File: config.mk
export PLATFORM = sky130hd
export DESIGN_NAME = serial_adder
export DESIGN_NICKNAME = d
export VERILOG_FILES = /design/src/rtl/serial_adder.sv
export SDC_FILE = /design/constraint.sdc
export NUM_CORES = 1
export LEC_CHECK = 0
export CORE_UTILIZATION = 35
export CTS_BUF_LIST = sky130_fd_sc_hd__clkbuf_8
export CTS_CLUSTER_SIZE = 40
export DETAILED_ROUTE_END_ITERATION = 8
export HOLD_SLACK_MARGIN = 0.05
export MAX_ROUTING_LAYER = met4
export SLEW_MARGIN = 25
export SYNTH_ARGS = -nofsm -noshare
export SYNTH_HDL_FRONTEND = slang
export SYNTH_HIERARCHICAL = 1
export SYNTH_SLANG_ARGS = --single-unit
File: constraint.sdc
create_clock -name clk -period 1.5 [get_ports clk]
set_input_delay 0.225 -clock clk [delete_from_list [all_inputs] [get_ports clk]]
set_output_delay 0.225 -clock clk [all_outputs]
set_load 0.02 [all_outputs]
File: src/rtl/serial_adder.sv
// Bit-serial WIDTH-bit adder: latches a/b/cin, then streams bit pairs LSB-first
// through one fulladder, assembling the sum in a shift register.

module fulladder (
   input  logic a,
   input  logic b,
   input  logic c,
   output logic sum,
   output logic carry
);
   assign sum   = a ^ b ^ c;
   assign carry = (a & b) | (a & c) | (b & c);
endmodule

module serial_adder #(
   parameter int WIDTH = 8
) (
   input  logic             clk,
   input  logic             rst_n,
   input  logic             start,
   input  logic [WIDTH-1:0] a,
   input  logic [WIDTH-1:0] b,
   input  logic             cin,
   output logic             busy,
   output logic             done,
   output logic [WIDTH-1:0] sum,
   output logic             cout
);
   localparam int CW = (WIDTH > 2) ? $clog2(WIDTH) : 1;

   localparam logic [1:0] S_IDLE = 2'd0;
   localparam logic [1:0] S_RUN  = 2'd1;
   localparam logic [1:0] S_DONE = 2'd2;

   logic [1:0]       state_q, state_d;
   logic [WIDTH-1:0] a_sr_q, a_sr_d, b_sr_q, b_sr_d, s_sr_q, s_sr_d;
   logic [WIDTH-1:0] sum_q, sum_d;
   logic [CW-1:0]    cnt_q, cnt_d;
   logic             carry_q, carry_d, cout_q, cout_d, done_q, done_d;
   logic             fa_sum, fa_carry;

   fulladder u_fa (
      .a     (a_sr_q[0]),
      .b     (b_sr_q[0]),
      .c     (carry_q),
      .sum   (fa_sum),
      .carry (fa_carry)
   );

   always_comb begin
      state_d = state_q;
      a_sr_d  = a_sr_q;
      b_sr_d  = b_sr_q;
      s_sr_d  = s_sr_q;
      sum_d   = sum_q;
      cnt_d   = cnt_q;
      carry_d = carry_q;
      cout_d  = cout_q;
      done_d  = 1'b0;
      case (state_q)
         S_IDLE, S_DONE: begin
            state_d = S_IDLE;
            if (start) begin
               state_d = S_RUN;
               a_sr_d  = a;
               b_sr_d  = b;
               carry_d = cin;
               cnt_d   = '0;
            end
         end
         S_RUN: begin
            a_sr_d  = {1'b0, a_sr_q[WIDTH-1:1]};
            b_sr_d  = {1'b0, b_sr_q[WIDTH-1:1]};
            s_sr_d  = {fa_sum, s_sr_q[WIDTH-1:1]};
            carry_d = fa_carry;
            cnt_d   = cnt_q + 1'b1;
            // Last bit: publish the shifted-in result, including this edge's sum bit.
            if (cnt_q == CW'(WIDTH-1)) begin
               sum_d   = {fa_sum, s_sr_q[WIDTH-1:1]};
               cout_d  = fa_carry;
               done_d  = 1'b1;
               cnt_d   = '0;
               state_d = S_DONE;
            end
         end
         default: state_d = S_IDLE;
      endcase
   end

   always_ff @(posedge clk or negedge rst_n) begin
      if (!rst_n) begin
         state_q <= S_IDLE;
         a_sr_q  <= '0;
         b_sr_q  <= '0;
         s_sr_q  <= '0;
         sum_q   <= '0;
         cnt_q   <= '0;
         carry_q <= 1'b0;
         cout_q  <= 1'b0;
         done_q  <= 1'b0;
      end else begin
         state_q <= state_d;
         a_sr_q  <= a_sr_d;
         b_sr_q  <= b_sr_d;
         s_sr_q  <= s_sr_d;
         sum_q   <= sum_d;
         cnt_q   <= cnt_d;
         carry_q <= carry_d;
         cout_q  <= cout_d;
         done_q  <= done_d;
      end
   end

   assign busy = (state_q == S_RUN);
   assign done = done_q;
   assign sum  = sum_q;
   assign cout = cout_q;
endmodule

==> results of run 1 <==
metrics by stage:
step	area, sq um	total power (W)
after floorplan	1770	0.00316
after global placement	2150	0.00372
after detailed placement	2150	0.00381
after CTS	2250	0.00449
after global routing	2260	0.00478
final	2260	0.00444
power groups by stage:
stage / clock (W) / combinational [W] / sequential, W
floorplan: 0 / 0.00124 / 0.00193
global placement: 0 / 0.00189 / 0.00183
detailed placement: 0 / 0.00195 / 0.00186
CTS: 0.000703 / 0.00195 / 0.00184
global route: 0.000735 / 0.00215 / 0.00190
finish: 0.000666 / 0.00193 / 0.00184
final timing paths:
kind / to / slack [ps] / cells past startpoint / start
worst max-delay path: sum[5] / 40 / 1 / sum[5]$_DFFE_PN0P_
worst min-delay path: s_sr_q[1]$_DFFE_PN0P_ / 480 / 2 / s_sr_q[1]$_DFFE_PN0P_
worst max register to register: cnt_q[2]$_DFFE_PN0P_ / 80 / 4 / cnt_q[0]$_DFFE_PN0P_
worst min register to register: s_sr_q[1]$_DFFE_PN0P_ / 480 / 2 / s_sr_q[1]$_DFFE_PN0P_
max in group asynchronous: b_sr_q[1]$_DFFE_PN0P_ / 640 / 3 / rst_n
min in group asynchronous: a_sr_q[7]$_DFFE_PN0P_ / 520 / 3 / rst_n
per-layer routing:
metal  GRT usage  wire (microns)  vias to the layer above
li1            -               -                      612
met1       0.177            1500                      591
met2       0.219            1540                       28
met3      0.0318             134                        4
met4      0.0610              58                        0
met5           -               0                        -
sequential cells by signal (all words and copies together), names as in the netlist:
signal,cells
a_sr_q,8
b_sr_q,8
carry_q,1
cnt_q,3
cout,1
done,1
s_sr_q,7
state_q,2
sum,8
layout make-up:
class	instances	area share
clock buffer	5	0.0304
clock inverter	3	0.00664
inverter	9	0.0160
multi-input combinational	98	0.308
sequential	39	0.432
tap	67	0.0371
timing repair buffer	41	0.170
worst min-delay path: stages, from the launching register on:
cell and delay (ps):
dfrtp_1 350, nand2_1 50, nand2_1 50
what timing repair did:
item | 4_1_cts | 5_1_grt
setup endpoints to repair | 1 | 5
endpoints found under the hold margin | 39 | 0
hold buffers | 1 | 0
gates resized for setup | 2 | 6
cells by family (layout without fill, tap and decap cells):
family / after synthesis / in the layout / synth area share
AO/OA/AOI/OAI: 34 / 34 / 0.120
adder cells (fa/ha/maj): 3 / 3 / 0.0255
buffers and inverters: 19 / 58 / 0.0595
AND/OR/NAND/NOR: 39 / 39 / 0.111
multiplexers: 22 / 22 / 0.132
flip-flops: 39 / 39 / 0.552
placed cells by master, fill, tap and decap left out:
master | Yosys | final
dfrtp_1 | 39 | 39
clkdlybuf4s50_1 | 0 | 26
nand2_1 | 21 | 21
a21oi_1 | 14 | 14
mux2_2 | 11 | 11
mux2i_1 | 11 | 11
nor2b_1 | 9 | 9
a211oi_1 | 9 | 9
buf_4 | 1 | 9
inv_1 | 7 | 7
o22ai_1 | 5 | 5
clkbuf_8 | 0 | 5
nor2_1 | 3 | 3
o21ai_0 | 3 | 3
clkinv_2 | 0 | 3
nand2b_4 | 1 | 2
a22o_1 | 2 | 2
nand3_1 | 2 | 2
dlymetal6s2s_1 | 0 | 2
inv_4 | 1 | 1
nand2_4 | 1 | 1
inv_2 | 1 | 1
and2_4 | 1 | 1
a221o_1 | 1 | 1
ha_1 | 2 | 1
ha_2 | 0 | 1
dlygate4sd3_1 | 0 | 1
buf_2 | 4 | 1
clkbuf_2 | 0 | 1
buf_6 | 3 | 1
fa_1 | 1 | 1
==> metrics.txt, run 1 <==
kind of critical path=reg2out; Worst Max-Slew Pin Slew=486 ps; area delta synth->final=27.9%; Async SR Flop Fraction=1.00; synthesized net count=179; Unique masters post-synth=26; Top delay family on crit path=buffers and inverters; Seq cells post-synth=39; outcome=finished, final reports clean; register area=976 sq um; WP data arrival=1230 ps; Post-CTS Setup Inserts=0; data required time at the worst endpoint=1270 ps; sequential power share=0.416; Core Area=4790 sq um; All-Layer GR Usage=0.141; final core occ=0.472; top cell type by total area after synthesis=dfrtp_1; Die ar.=5340 sq um; Internal=0.00285 W; die width=73.1 microns; Mean Syn Cell Area=11.3 sq um; Num CTS Buffers=5; # H-tree levels=2; final hold vios=0; DP Wirelength=2270 microns; # diodes=0; share of cells above drive strength 1=0.195; DR pass1 iterations=4; fin nets=217; routed length per placed instance=12.3 microns; CP max-delay cell=clkdlybuf4s50_1; synth warn=6; Yosys top cell area share=0.552; post-route insts no fill=262; switch share=0.359; top post-synthesis cells by area=dfrtp_1, mux2_2, mux2i_1; grt ovf=0; Initial Util=0.369; global-route wire length before repair=5610 microns; GP Congestion=0.762; CP Max Fanout=2; clock period minus worst slack=1460 ps; max-cap violations=0; maximum buffer depth of the clock tree=2; Clock Latency Late Sink=280 ps; overall die height=73.1 microns; power share of the clock group=0.150; Via density=4.71; Final TNS setup=0 ps; maximum vdd drop=0.668 mV; Hold Path Class=reg2reg; worst-path cell chain=clkdlybuf4s50_1; drt initial violations=63; PD cells=1960 nW/um^2; final setup vio count=0; total wire length=3230 microns; Lkg Pwr=1.03 nW; count leader, synth=dfrtp_1; Row Count=25; Port Buf Inserts=30; Crit. End Element=output port; Inst Count DP=253; number of synthesized flops with an enable pin=0; Synth Cell Area=1770 sq um; initial antenna violation count=0; post-synthesis sequential area ratio=0.552; # IOs=31; FMAX=686 MHz; crit path launch type=flip-flop; unrepaired setup endpoints after global routing=no; Gate power share=0.434; Post-Synthesis Cells=156; Place WS=-11.6 ps; filler instances=449; final worst slack=42.4 ps; Pins Over Slew Limit=0; Top FF cell, synth=dfrtp_1; CP peak stage delay=600 ps; area of the multi-input gates=697 sq um; CTS sink cnt=39; reported net switching power=0.00159 W; total number of vias=1235; Slew HR=0.676; hold_ws=481 ps; Root Driver=clkbuf_8; CTS clk-pin slew, worst paths=70 ps; pin count of the biggest net entering global routing=40; DRC errors left=0; DRT antenna net count=0; Buf/Inv on CP=1; top cells by count, synth=dfrtp_1, nand2_1, a21oi_1; CTS tree=yes; fin crit share=0.972; Worst Clk Skew=6.40 ps; vias in the first global route=1265
Power figures use the tool's default switching activity.
==> run 2: changes to the inputs <==
- SYNTH_HIERARCHICAL: 1 -> not set
==> metrics.txt, run 2 <==
CTS tree=yes; top cells by count, synth=mux2i_1, dfrtp_1, mux2_4; fin crit share=0.978; initial antenna violation count=0; # diodes=0; share of cells above drive strength 1=0.216; Unique masters post-synth=23; fin nets=191; hold_ws=425 ps; Top FF cell, synth=dfrtp_1; worst r2r src=cnt_q[0]$_DFFE_PN0P_; final setup vio count=0; CP max-delay cell=clkdlybuf4s50_1; crit path launch type=flip-flop; drt initial violations=28; unrepaired setup endpoints after global routing=yes; Slew HR=0.674; maximum buffer depth of the clock tree=2; overall die height=76.6 microns; final hold vios=0; R2R Path End=sum[0]$_DFFE_PN0P_; routed length per placed instance=13.8 microns; data required time at the worst endpoint=1270 ps; Post-CTS Setup Inserts=0; global-route wire length before repair=5590 microns; top post-synthesis cells by area=dfrtp_1, mux2i_1, mux2_4; Worst Max-Slew Pin Slew=489 ps; Place WS=-4.55 ps; total number of vias=1143; Num CTS Buffers=5; CP peak stage delay=600 ps; clock period minus worst slack=1470 ps; post-route insts no fill=237; Die ar.=5870 sq um; Initial Util=0.372; number of synthesized flops with an enable pin=0; CTS clk-pin slew, worst paths=70 ps; PD cells=1880 nW/um^2; Row Count=26; Via density=4.82; WP data arrival=1240 ps; kind of critical path=reg2out; Core Area=5240 sq um; commonest non-fill, non-tap cell in the layout=mux2i_1; grt ovf=0; Post-Synthesis Cells=132; total wire length=3280 microns; top cell type by total area after synthesis=dfrtp_1; post-synthesis sequential area ratio=0.501; final worst slack=32.5 ps; DRC errors left=0; CP Max Fanout=2; # H-tree levels=2; Port Buf Inserts=30; DRT antenna net count=0; worst-path cell chain=clkdlybuf4s50_1; synthesized net count=155; slack of the worst reg-to-reg path=70 ps; max-cap violations=0; most frequent cells in the layout=mux2i_1, dfrtp_1, clkdlybuf4s50_1; Buf/Inv on CP=1; Pins Over Slew Limit=0; Root Driver=clkbuf_8; Lkg Pwr=1.17 nW; Synth Cell Area=1950 sq um; count leader, synth=mux2i_1; Inst Count DP=230; maximum vdd drop=0.726 mV; area delta synth->final=23.8%; filler instances=453; Seq cells post-synth=39; All-Layer GR Usage=0.126; die width=76.6 microns; Hold Path Class=in2async; R2R cell count=4; Yosys top cell area share=0.501; CTS sink cnt=39; DR pass1 iterations=4; FMAX=681 MHz; pin count of the biggest net entering global routing=26; Clock Latency Late Sink=290 ps; Top delay family on crit path=buffers and inverters; post-route cell area=2410 sq um; outcome=finished, final reports clean; Crit. End Element=output port; Post-Place Cell Area=2300 sq um; vias in the first global route=1218; Mean Syn Cell Area=14.8 sq um; GP Congestion=0.639; Worst Clk Skew=8.90 ps; DP Wirelength=2280 microns; Async SR Flop Fraction=1.00; # IOs=31; synth warn=0
==> run 2: cell count changes in the layout (fill, tap and decap cells not counted), sizes merged, moves of 3 or more <==
cell | before | now
inv | 9 | 4
clkinv | 3 | 0
buf | 11 | 8
nand2 | 22 | 0
a211oi | 9 | 0
mux2i | 11 | 47
mux2 | 11 | 17
o22ai | 5 | 0
a21oi | 14 | 0
nor2b | 9 | 0
==> run 2: cell families (layout without fill, tap and decap cells) <==
kind of cell	Yosys count	count (layout)	synth area share
flops	39	39	0.501
mux	64	64	0.359
simple gates	8	8	0.0360
buf+inv	12	47	0.0591
fa+ha+maj	3	3	0.0231
compound gates	6	6	0.0218
==> run 2: routing by layer <==
layer	track usage	part of all wire	wire length, microns
met2	0.212	0.49	1600
met1	0.140	0.46	1500
met5	-	0	0
met3	0.0347	0.041	134
met4	0.0519	0.014	47
==> run 2: layout make-up <==
class / instances / area, sq um / area share
Sequential cell: 39 / 976 / 0.405
Multi-Input combinational cell: 81 / 872 / 0.362
Timing Repair Buffer: 38 / 388 / 0.161
Tap cell: 70 / 87.6 / 0.0363
Clock buffer: 5 / 68.8 / 0.0285
Inverter: 3 / 16.3 / 0.00674
Clock inverter: 1 / 3.75 / 0.00156
==> run 2: stage by stage <==
stage | power (W) | utilization | setup TNS (ps)
after global placement | 0.00382 | 0.439 | 0
after global routing | 0.00484 | 0.461 | 0
after CTS | 0.00458 | 0.455 | 0
after detailed placement | 0.00392 | 0.439 | -7.52
after floorplan | 0.00337 | - | 0
final | 0.00454 | 0.461 | 0
==> run 2: report_power, final <==
group | total (W) | switching, W | internal, W
combinational | 0.00201 | 0.000834 | 0.00117
clock | 0.000648 | 0.000345 | 0.000303
sequential | 0.00188 | 0.000348 | 0.00154
total | 0.00454 | 0.00153 | 0.00301
==> run 2: worst max-delay path by stage <==
stage	startpoint	to	slack (ps)	depth (start not counted)
final	sum[1]$_DFFE_PN0P_	sum[1]	30	1
after floorplan	cnt_q[0]$_DFFE_PN0P_	cout$_DFFE_PN0P_	40	5
after global placement	cnt_q[0]$_DFFE_PN0P_	sum[0]$_DFFE_PN0P_	30	4
after detailed placement	state_q[0]$_DFFE_PN0P_	sum[4]$_DFFE_PN0P_	-5	3
after global routing	sum[0]$_DFFE_PN0P_	sum[0]	1	1
after CTS	sum[7]$_DFFE_PN0P_	sum[7]	10	1
==> run 2: timing repair <==
action | CTS | global route
resized for setup | 3 | 8
endpoints found under the hold margin | 19 | 0
hold buffers | 1 | 0
endpoints found under the setup margin | 10 | 8
